**src/rtl/csa_pipe_adder_defs.svh**
```systemverilog
// Shared defaults and elaboration checks for the pipelined carry-select adder.
`ifndef CSA_PIPE_ADDER_DEFS_SVH
`define CSA_PIPE_ADDER_DEFS_SVH

`define CSA_DEFAULT_BLOCK 4

`define CSA_CHECK_PARAMS(W, B) \
  if ((B) < 1) begin : g_bad_block \
    $error("csa_pipe_adder: BLOCK must be at least 1"); \
  end else if (((W) % (B)) != 0) begin : g_bad_width \
    $error("csa_pipe_adder: WIDTH must be a multiple of BLOCK"); \
  end

`endif

```
**src/rtl/csa_pipe_adder_pkg.sv**
```systemverilog
// Shared constants and helpers for the pipelined carry-select adder.
package csa_pipe_adder_pkg;

  localparam int CSA_DEFAULT_WIDTH = 16;

  // Guarded so a bad BLOCK reaches the divisibility check instead of dividing by zero.
  function automatic int csa_nstage(input int width, input int block);
    return (block < 1) ? 1 : width / block;
  endfunction

endpackage

```
**src/rtl/csa_slice.sv**
```systemverilog
// One carry-select slice: sums for both carry hypotheses, picked by the incoming carry.
`include "csa_pipe_adder_defs.svh"

module csa_slice
  import csa_pipe_adder_pkg::*;
#(
  parameter int BLOCK = `CSA_DEFAULT_BLOCK
) (
  input  logic [BLOCK-1:0] a_s,
  input  logic [BLOCK-1:0] b_s,
  input  logic             c_in,
  output logic [BLOCK-1:0] s,
  output logic             c_out
);

  logic [BLOCK-1:0] s0;
  logic [BLOCK-1:0] s1;
  logic             c0_out;
  logic             c1_out;

  always_comb begin : ripple
    logic c0;
    logic c1;
    c0 = 1'b0;
    c1 = 1'b1;
    s0 = '0;
    s1 = '0;
    for (int i = 0; i < BLOCK; i++) begin
      s0[i] = a_s[i] ^ b_s[i] ^ c0;
      s1[i] = a_s[i] ^ b_s[i] ^ c1;
      c0    = (a_s[i] & b_s[i]) | (c0 & (a_s[i] ^ b_s[i]));
      c1    = (a_s[i] & b_s[i]) | (c1 & (a_s[i] ^ b_s[i]));
    end
    c0_out = c0;
    c1_out = c1;
  end

  assign s     = c_in ? s1 : s0;
  assign c_out = c_in ? c1_out : c0_out;

endmodule

```
**src/rtl/csa_pipe_adder.sv**
```systemverilog
// Pipelined carry-select adder: one BLOCK-bit slice resolved per stage, valid/ready flow control.
`include "csa_pipe_adder_defs.svh"

module csa_pipe_adder
  import csa_pipe_adder_pkg::*;
#(
  parameter int WIDTH = CSA_DEFAULT_WIDTH,
  parameter int BLOCK = `CSA_DEFAULT_BLOCK
) (
  input  logic             clk,
  input  logic             rst,
  input  logic             in_valid,
  output logic             in_ready,
  input  logic [WIDTH-1:0] a,
  input  logic [WIDTH-1:0] b,
  input  logic             cin,
  output logic             out_valid,
  input  logic             out_ready,
  output logic [WIDTH-1:0] sum,
  output logic             cout,
  output logic             ovf
);

  localparam int NSTAGE = csa_nstage(WIDTH, BLOCK);

  `CSA_CHECK_PARAMS(WIDTH, BLOCK)

  logic adv;

  // Stage registers; operands travel whole so each stage picks its own slice.
  logic             valid_reg [NSTAGE];
  logic             carry_reg [NSTAGE];
  logic [WIDTH-1:0] a_reg     [NSTAGE];
  logic [WIDTH-1:0] b_reg     [NSTAGE];
  logic [WIDTH-1:0] sum_reg   [NSTAGE];
  logic             ovf_reg;

  // Inputs seen by each stage's combinational slice.
  logic             v_stage   [NSTAGE];
  logic             c_stage   [NSTAGE];
  logic [WIDTH-1:0] a_stage   [NSTAGE];
  logic [WIDTH-1:0] b_stage   [NSTAGE];
  logic [WIDTH-1:0] sum_stage [NSTAGE];
  logic [BLOCK-1:0] s_slice   [NSTAGE];
  logic             c_slice   [NSTAGE];

  assign adv      = !out_valid || out_ready;
  assign in_ready = adv;

  generate
    for (genvar gi = 0; gi < NSTAGE; gi++) begin : g_stage
      logic [WIDTH-1:0] sum_next;

      if (gi == 0) begin : g_first
        assign v_stage[gi]   = in_valid;
        assign c_stage[gi]   = cin;
        assign a_stage[gi]   = a;
        assign b_stage[gi]   = b;
        assign sum_stage[gi] = '0;
      end else begin : g_next
        assign v_stage[gi]   = valid_reg[gi-1];
        assign c_stage[gi]   = carry_reg[gi-1];
        assign a_stage[gi]   = a_reg[gi-1];
        assign b_stage[gi]   = b_reg[gi-1];
        assign sum_stage[gi] = sum_reg[gi-1];
      end

      csa_slice #(
        .BLOCK (BLOCK)
      ) u_slice (
        .a_s   (a_stage[gi][gi*BLOCK +: BLOCK]),
        .b_s   (b_stage[gi][gi*BLOCK +: BLOCK]),
        .c_in  (c_stage[gi]),
        .s     (s_slice[gi]),
        .c_out (c_slice[gi])
      );

      // Lower result slices already resolved ride along; this stage fills in its own.
      always_comb begin
        sum_next                    = sum_stage[gi];
        sum_next[gi*BLOCK +: BLOCK] = s_slice[gi];
      end

      always_ff @(posedge clk) begin
        if (rst) begin
          valid_reg[gi] <= 1'b0;
          carry_reg[gi] <= 1'b0;
          a_reg[gi]     <= '0;
          b_reg[gi]     <= '0;
          sum_reg[gi]   <= '0;
        end else if (adv) begin
          valid_reg[gi] <= v_stage[gi];
          carry_reg[gi] <= c_slice[gi];
          a_reg[gi]     <= a_stage[gi];
          b_reg[gi]     <= b_stage[gi];
          sum_reg[gi]   <= sum_next;
        end
      end
    end
  endgenerate

  // Overflow only needs the MSB slice, so it is formed in the last stage.
  always_ff @(posedge clk) begin
    if (rst) begin
      ovf_reg <= 1'b0;
    end else if (adv) begin
      ovf_reg <= (a_stage[NSTAGE-1][WIDTH-1] == b_stage[NSTAGE-1][WIDTH-1]) &&
                 (s_slice[NSTAGE-1][BLOCK-1] != a_stage[NSTAGE-1][WIDTH-1]);
    end
  end

  assign out_valid = valid_reg[NSTAGE-1];
  assign sum       = sum_reg[NSTAGE-1];
  assign cout      = carry_reg[NSTAGE-1];
  assign ovf       = ovf_reg;

endmodule

```
**config.mk**
```make
export PLATFORM = sky130hd
export DESIGN_NAME = csa_pipe_adder
export DESIGN_NICKNAME = d
export VERILOG_FILES = /design/src/rtl/csa_pipe_adder_pkg.sv /design/src/rtl/csa_slice.sv /design/src/rtl/csa_pipe_adder.sv
export VERILOG_INCLUDE_DIRS = /design/src /design/src/rtl
export SDC_FILE = /design/constraint.sdc
export NUM_CORES = 1
export LEC_CHECK = 0
export BUFFER_PORTS_ARGS = -buffer_cell sky130_fd_sc_hd__clkbuf_2
export CAP_MARGIN = 20
export CORE_ASPECT_RATIO = 1.4
export CORE_MARGIN = 3
export CORE_UTILIZATION = 40
export CTS_BUF_LIST = sky130_fd_sc_hd__clkbuf_4 sky130_fd_sc_hd__clkbuf_8 sky130_fd_sc_hd__clkbuf_16
export CTS_CLUSTER_SIZE = 28
export DETAILED_ROUTE_END_ITERATION = 10
export PLACE_DENSITY = 0.71
export SLEW_MARGIN = 20
export SYNTH_ARGS = -nofsm -noshare
export SYNTH_HDL_FRONTEND = slang
export SYNTH_SLANG_ARGS = --single-unit
```
**constraint.sdc**
```tcl
create_clock -name clk -period 4.5 [get_ports clk]
set_input_delay 0.225 -clock clk [delete_from_list [all_inputs] [get_ports clk]]
set_output_delay 0.225 -clock clk [all_outputs]
set_load 0.01 [all_outputs]
```
Word-level counts from Yosys, hierarchy flattened
Memory sizes are Yosys's and may differ from the RTL's.
Index checks and enable logic that the tools add are counted.
{"block": "totals", "ff_bits": 1, "ram_bits": 200, "input_bits": 37, "out_inout_bits": 20, "word_cells": 176, "memories": 5}
{"block": "classes", "n_eq_ne": 2, "n_mux": 33, "bitwise_logic": 132, "n_reduce_logical": 3}
{"memory": "a_reg", "depth": 4, "word_bits": 16, "read_ports": 3, "rd_clocked_by_memory_dff": 0, "write_ports": 4, "line_no": "csa_pipe_adder.sv:33", "rtl": "logic [WIDTH-1:0] a_reg [NSTAGE];"}
{"memory": "b_reg", "depth": 4, "word_bits": 16, "read_ports": 3, "rd_clocked_by_memory_dff": 0, "write_ports": 4, "line_no": "csa_pipe_adder.sv:34", "rtl": "logic [WIDTH-1:0] b_reg [NSTAGE];"}
{"memory": "sum_reg", "depth": 4, "word_bits": 16, "read_ports": 4, "rd_clocked_by_memory_dff": 0, "write_ports": 4, "line_no": "csa_pipe_adder.sv:35", "rtl": "logic [WIDTH-1:0] sum_reg [NSTAGE];"}
{"memory": "carry_reg", "depth": 4, "word_bits": 1, "read_ports": 4, "rd_clocked_by_memory_dff": 0, "write_ports": 4, "line_no": "csa_pipe_adder.sv:32", "rtl": "logic carry_reg [NSTAGE];"}
{"memory": "valid_reg", "depth": 4, "word_bits": 1, "read_ports": 4, "rd_clocked_by_memory_dff": 0, "write_ports": 4, "line_no": "csa_pipe_adder.sv:31", "rtl": "logic valid_reg [NSTAGE];"}
{"cell": "$mux W16", "n": 12}
{"cell": "$or A1 B1 Y1", "n": 48}
{"cell": "$and A1 B1 Y1", "n": 40}
{"cell": "$xor A1 B1 Y1", "n": 40}
{"cell": "$mux W1", "n": 17}
{"cell": "$mux W4", "n": 4}
{"cell": "$not A1 Y1", "n": 4}
{"cell": "$eq A1 B1 Y1", "n": 1}
{"cell": "$logic_and A1 B1 Y1", "n": 1}
{"cell": "$logic_not A1 Y1", "n": 1}
{"cell": "$logic_or A1 B1 Y1", "n": 1}
{"cell": "$ne A1 B1 Y1", "n": 1}

Depth between registers and ports, before layout
Gate-level depths: netlist (run 1).
An unclocked memory read counts as a cell.
{"block": "logic_depth", "word_depth": 11, "ltp_mapped": 10, "mapped_depth_nobuf": 10}

Modules after synthesis
Synthesis (run 1) repeated with hierarchy kept, for this count alone.
{"block": "hier_totals", "cells_unflattened": 298, "hier_area_um2": 4498.1}
{"module": "csa_pipe_adder", "n_inst": 1, "cells_per_inst": 222, "area_each_um2": 3917.5, "seq_area_each_um2": 2902.8}
{"module": "csa_slice (g_stage[0].u_slice ...)", "n_inst": 3, "cells_per_inst": 19, "area_each_um2": 143.9, "seq_area_each_um2": 0.0}
{"module": "csa_slice (g_stage[3].u_slice)", "n_inst": 1, "cells_per_inst": 19, "area_each_um2": 148.9, "seq_area_each_um2": 0.0}

Worst setup path before layout (run 1)
No wires, ideal clock.
{"block": "synth_path", "kind": "flip-flop to flip-flop", "startpoint": "mem valid_reg[3]", "endpoint": "mem a_reg[0][10] (netlist bit) (enable)", "setup_time_ps": 471, "arrival_ps": 3024, "t_required_ps": 4029, "path_slack_ps": 1005, "stages_incl_launch_ff": 5, "n_path_buf": 2, "period_less_slack_ps": 3495, "cell_sequence": "edfxtp_1 nor2b_4 buf_6 buf_6 nand2b_1"}
{"item": "from (decl)", "line_no": "csa_pipe_adder.sv:31"}
{"item": "to (decl)", "line_no": "csa_pipe_adder.sv:33"}

==> results by group, run 1 <==
Outcome
  • Status: completed

Route
  • Drt pass-1 iters: 4
  • Final antenna-violating net count: 0
  • Final WL: 6510 um
  • Via/cell ratio: 4.76
  • Initial DRC Count: roughly 170
  • DRC Markers: 0
  • Routed len/inst: 14.1 um
  • DR vias: 2200

GRT
  • Initial antenna violation count: 0
  • First-pass GRT wire length: 10400 um
  • GRT Residual Overflow: 0
  • Number of global-route vias before repair: about 2200
  • GRT Total Usage: 11.2%
  • Largest net degree at the start of global routing: 99

STA
  • Highest Clock Rate: 422 MHz
  • Fin. Hold Viols: 0
  • Final period util: 52.7%
  • Final setup violation count: 0
  • Rel. slew slack: 30.7%
  • Slew Viols, Final: 0
  • Setup TNS: 0 ns
  • Max Clock Skew: 0.00668 ns
  • RSZ-0062 raised after global routing: false
  • Least-Margin Pin Slew: 1.04 ns
  • Crit path time final: 2.37 ns

Yosys
  • Seq/Total Area, Yosys: about two thirds
  • Synth top area share: 66.5%
  • Synth area leader: edfxtp_1
  • Yosys warns: 0
  • Number of library cell types mapped by synthesis: 21
  • Post-Syn Area per Cell: 16.0 um2
  • Top cells by area, synth: edfxtp_1, nor3b_1, fa_1, ha_1, nor3_2
  • Synth Register Bits: 97
  • Synthesized cell area: 4330 um2
  • Cells after Synth: 271
  • Syn nets: 329

Floorplanning
  • Rows: 44
  • Io pins: 57
  • DIE AREA: roughly 12000 um2
  • Die height: around 130 um
  • Die Width: 94.0 um
  • Initial core utilization: 41.4%
  • Core ar.: between 10000 and 15000 um2

Setup path
  • CP max FO: 2
  • Setup crit end kind: flip-flop
  • Required time of the critical path: 4.54 ns
  • R2R cell count: 7
  • Kind of critical path: reg -> reg
  • Crit path launch type: flip-flop
  • Arr. time, crit path: 2.42 ns

CTS
  • CTS Buf Count: 9
  • Hold Buf Count CTS: 0
  • Clk slew on worst S/H paths: 0.07 ns
  • Post-CTS Setup Bufs: 0
  • H-tree depth: 3
  • CTS tree: built
  • Post-CTS Resized: 0
  • CTS sink count: between 90 and 100
  • Clock latency at the later pin of the worst-skew pair: between 0.3 and 0.4 ns
  • CTS Buffer Depth: 2
  • CTS root buf: clkbuf_16

Worst hold path
  • Hold Path Stages: 2
  • HP Class: in -> reg

Finish
  • Synthesis-to-layout area growth: 16.1%
  • Filler instances: 936
  • Final Net Count: 377
  • Ant diodes: 0
  • Number of flip-flops in the largest register: 40
  • Share of layout cells above drive strength 1: 26.5%

Power and ir drop
  • Leak pwr: between 0.002 and 0.0025 uW
  • NetSw: 402 uW
  • Cell Pwr Density: 400 nW/um2
  • Part of the power in registers: 53.3%
  • Clk pwr share: between 30% and 40%
  • Net Sw Frac: 20.0%
  • Max VDD drop: 0.214 mV
  • Overall Power: 2010 uW
  • Internal: 1610 uW
  • Comb power frac: 6.8%

Placement
  • Input/output buffers: 56
  • DP HPWL: 3890 um
  • Routability Congestion: 0.688

Run
  • Max-cap violations: 0
-- kinds of logic after synthesis --
logic type,after synthesis,share of synthesized area (%)
compound gates,3,0.606
fa+ha+maj,21,8.14
xor+xnor,5,1.01
flops,97,67.0
mux,2,0.462
buf+inv,42,4.68
simple gates,101,18.1
-- layer usage --
layer | up-vias | routed length [um] | part of all wire (%) | track usage [%]
met3 | 8 | 240 | 3.7 | 1.39
met4 | 0 | 141 | 2.2 | 6.63
met2 | 48 | 3330 | 51 | 18.9
met1 | 1059 | 2800 | 43 | 13.7
li1 | 1085 | - | - | -
met5 | - | 0 | 0 | 0
-- area by class of cell --
cell class	instances	area, um2	area share (%)
Clock buffer	9	225	4.48
Clock inverter	7	93.8	1.87
Inverter	20	75.1	1.49
Multi-Input combinational cell	132	1230	24.6
Sequential cell	97	2900	57.7
Tap cell	138	173	3.43
Timing Repair Buffer	59	325	6.47
-- through the flow --
step,hold WS (ns),util [%],cell area (um2),instances,setup WS [ns]
after floorplan,0.439,-,4330,271,1.00
after global placement,0.581,44.8,4680,445,2.21
after detailed placement,0.583,45.0,4710,446,2.09
after CTS,0.238,48.1,5030,462,2.09
after global routing,0.241,48.1,5030,462,2.01
final,0.243,48.1,5030,462,2.13
-- power groups by stage --
stage	logic, uW	registers [uW]	clock network [uW]
floorplan	90.6	1090	0
detailed placement	138	1090	0
CTS	139	1070	819
finish	136	1070	803
global placement	133	1090	0
global route	153	1080	856
-- synthesized netlist by cell type, drive strengths merged --
| cell type | count |
|---|---|
| edfxtp | 96 |
| nor2 | 1 |
| xnor2 | 5 |
| a21oi | 1 |
| nand4bb | 1 |
| o41ai | 1 |
| nor3b | 88 |
| nor3 | 8 |
| fa | 12 |
| o21ai | 1 |
| ha | 9 |
| mux2i | 2 |
| dfxtp | 1 |
| nor2b | 1 |
| nand2b | 1 |
| clkbuf | 6 |
| buf | 16 |
| nand2 | 1 |
| inv | 20 |
-- cell usage in the layout, fill, tap and decap left out --
cell type / count
buf_4: 3
nor2_1: 1
nand2b_4: 1
nand4bb_1: 1
nor2b_4: 1
clkbuf_16: 9
o21ai_0: 1
clkinvlp_4: 1
ha_1: 9
clkinv_1: 1
clkinv_4: 1
nor3_2: 8
nor3b_2: 1
xnor2_1: 5
clkbuf_2: 55
a21oi_1: 1
dfxtp_1: 1
nor3b_1: 87
inv_6: 1
o41ai_2: 1
nand2_1: 1
buf_16: 1
edfxtp_1: 96
bufinv_16: 2
fa_1: 12
mux2i_1: 2
clkinv_2: 1
inv_1: 20
-- worst paths after layout --
kind	from	endpoint	slack [ns]
max reg2reg	b_reg[0][4]$_SDFFCE_PN0P_	sum_reg[1][7]$_SDFFCE_PN0P_	2.13
min reg2reg	valid_reg[2]$_SDFFCE_PN0P_	valid_reg[3]$_DFFE_PP_	0.59
max	b_reg[0][4]$_SDFFCE_PN0P_	sum_reg[1][7]$_SDFFCE_PN0P_	2.13
min	in_valid	valid_reg[0]$_DFFE_PP_	0.24
-- worst max-delay path, cell delays in order (launching register included) --
cell and delay [ns]:
edfxtp_1 0.39, ha_1 0.21, inv_1 0.05, mux2i_1 0.08, fa_1 0.40, fa_1 0.40
fa_1 0.42, nor3b_1 0.14
(Power assumes the default switching activity.)
==> run 2: changes to the inputs <==
==> constraint.sdc (replaced) <==
create_clock -name clk -period 2.5 [get_ports clk]
set_input_delay 0.125 -clock clk [delete_from_list [all_inputs] [get_ports clk]]
set_output_delay 0.125 -clock clk [all_outputs]
set_load 0.01 [all_outputs]
==> run 2 against run 1 <==
Effect of this change: count of clock-buffer cells in the layout did not move; clock power rose by 68%; first-iteration DRC count rose by 2.9%; critical path type unchanged.
==> results by group, run 2 (same netlist as run 1, synthesis figures left out) <==
Finish
  • Layout Utilization: around 48%
  • Filler instances: 922
  • Finished Layout Cells: 463
  • Synthesis-to-layout area growth: 15.5%
  • Most frequent cells in the layout: edfxtp_1, nor3b_1, clkbuf_2
  • Ant diodes: 0
  • Number of flip-flops in the largest register: 40
  • Design area: 5010 um2
  • Most common cell after layout, fill and taps aside: edfxtp_1
  • Final Net Count: approximately 380
  • Share of layout cells above drive strength 1: a little over a quarter

GRT
  • GRT Residual Overflow: 0
  • Met1 usage: 13.7%
  • Met3 Use GR: 3.95%
  • Top Usage Layer GRT: met2
  • First-pass GRT wire length: 10700 um
  • Number of global-route vias before repair: 2207
  • Met2 usage: 19.2%
  • Initial antenna violation count: 0
  • GRT Total Usage: around an eighth
  • Largest net degree at the start of global routing: between 90 and 100

Route
  • Drt pass-1 iters: 4
  • Via/cell ratio: around 4.8
  • DRC Markers: 0
  • Final antenna-violating net count: 0
  • DR vias: 2229
  • Routed len/inst: roughly 14 um
  • Initial DRC Count: 176
  • Final WL: 6550 um

Setup path
  • Buf/Inv on CP: 1
  • Slowest Stage Delay on Critical Path: 0.43 ns
  • CP Cell Sequence: ha_1, inv_1, mux2i_1, fa_1, fa_1, fa_1, nor3b_1
  • CP max FO: 2
  • Cell family with most CP delay: adder cells
  • Most Frequent Cell on Critical Path: fa_1
  • Setup crit end kind: flip-flop
  • Required time of the critical path: 2.55 ns
  • Arr. time, crit path: roughly 2.4 ns
  • Critical Path Slowest Stage Cell: fa_1
  • Crit path launch type: flip-flop
  • Kind of critical path: reg -> reg

Worst hold path
  • HP Class: in -> reg

Power and ir drop
  • Max VDD drop: 0.387 mV
  • Leak pwr: 0.00200 uW
  • Cell Pwr Density: between 700 and 800 nW/um2

STA
  • Max Clock Skew: 0.00647 ns
  • Final setup violation count: 0
  • Setup TNS: 0 ns
  • RSZ-0062 raised after global routing: false
  • Fin. Hold Viols: 0
  • Crit path time final: ~2.4 ns
  • Least-Margin Pin Slew: 1.01 ns
  • Rel. slew slack: around a third
  • Highest Clock Rate: 420 MHz
  • Slew Viols, Final: 0
  • Final period util: approximately 95%

CTS
  • Clock latency at the later pin of the worst-skew pair: 0.34 ns
  • Post-CTS Setup Bufs: 0
  • CTS tree: built
  • CTS sink count: between 90 and 100
  • CTS Buf Count: 9
  • Clk slew on worst S/H paths: 0.07 ns
  • Post-CTS Resized: 0
  • CTS Buffer Depth: 2
  • H-tree depth: 3
  • CTS root buf: clkbuf_16
  • Hold Buf Count CTS: 0

Placement
  • Placed Cells: ~450
  • DP HPWL: 3990 um
  • Routability Congestion: 0.693
  • Area of placed instances: approximately 4700 um2
  • Input/output buffers: 56

Floorplanning
  • Die height: 129 um
  • Die Width: about 94 um
  • Initial core utilization: 41.4%
  • Rows: 44
  • DIE AREA: 12100 um2
  • Core ar.: 10500 um2
  • Io pins: 57

Outcome
  • Status: completed

Run
  • Max-cap violations: 0
## run 2: cell count changes in the layout (fill, tap and decap cells not counted)
cell,previous run,this run
buf_16,1,0
clkinv_2,1,3
clkinv_1,1,0
buf_4,3,4
buf_12,0,1
bufinv_16,2,1
## run 2: path summary, 6_finish.rpt
check / from / slack, ns / cells past startpoint / end
setup reg to reg: b_reg[0][4]$_SDFFCE_PN0P_ / 0.12 / 7 / sum_reg[1][7]$_SDFFCE_PN0P_
hold reg to reg: sum_reg[0][1]$_SDFFCE_PN0P_ / 0.60 / 1 / sum_reg[1][1]$_SDFFCE_PN0P_
setup / recovery: b_reg[0][4]$_SDFFCE_PN0P_ / 0.12 / 7 / sum_reg[1][7]$_SDFFCE_PN0P_
hold / removal: b[9] / 0.14 / 2 / b_reg[0][9]$_SDFFCE_PN0P_
## run 2: per-layer routing
metal,part of all wire (%),vias to the layer above
met5,0,-
met4,2.6,0
met1,41,1081
li1,-,1081
met2,51,52
met3,5.4,15
## run 2: per-stage QoR
step / power, uW / hold slack [ns] / setup slack (ns)
global route: 3670 / 0.128 / 0.0225
global placement: 2200 / 0.484 / 0.203
finish: 3530 / 0.137 / 0.120
CTS: 3560 / 0.131 / 0.105
detailed placement: 2220 / 0.485 / 0.109
floorplan: 2130 / 0.339 / 0.0906
## run 2: area by class of cell
cell class / count / area (um2) / share of cell area (%)
sequential: 97 / 2900 / 58.0
multi-input combinational: 132 / 1230 / 24.7
timing repair buffer: 60 / 325 / 6.50
clock buffer: 9 / 225 / 4.50
tap: 138 / 173 / 3.45
inverter: 20 / 75.1 / 1.50
clock inverter: 7 / 70.1 / 1.40
## run 2: power by group
part	internal [uW]	switching (uW)	leakage [uW]	total, uW
logic	125	120	0.000703	245
registers	1900	35.1	0.00115	1930
clock network	774	578	0.000146	1350
total	2800	733	0.00200	3530
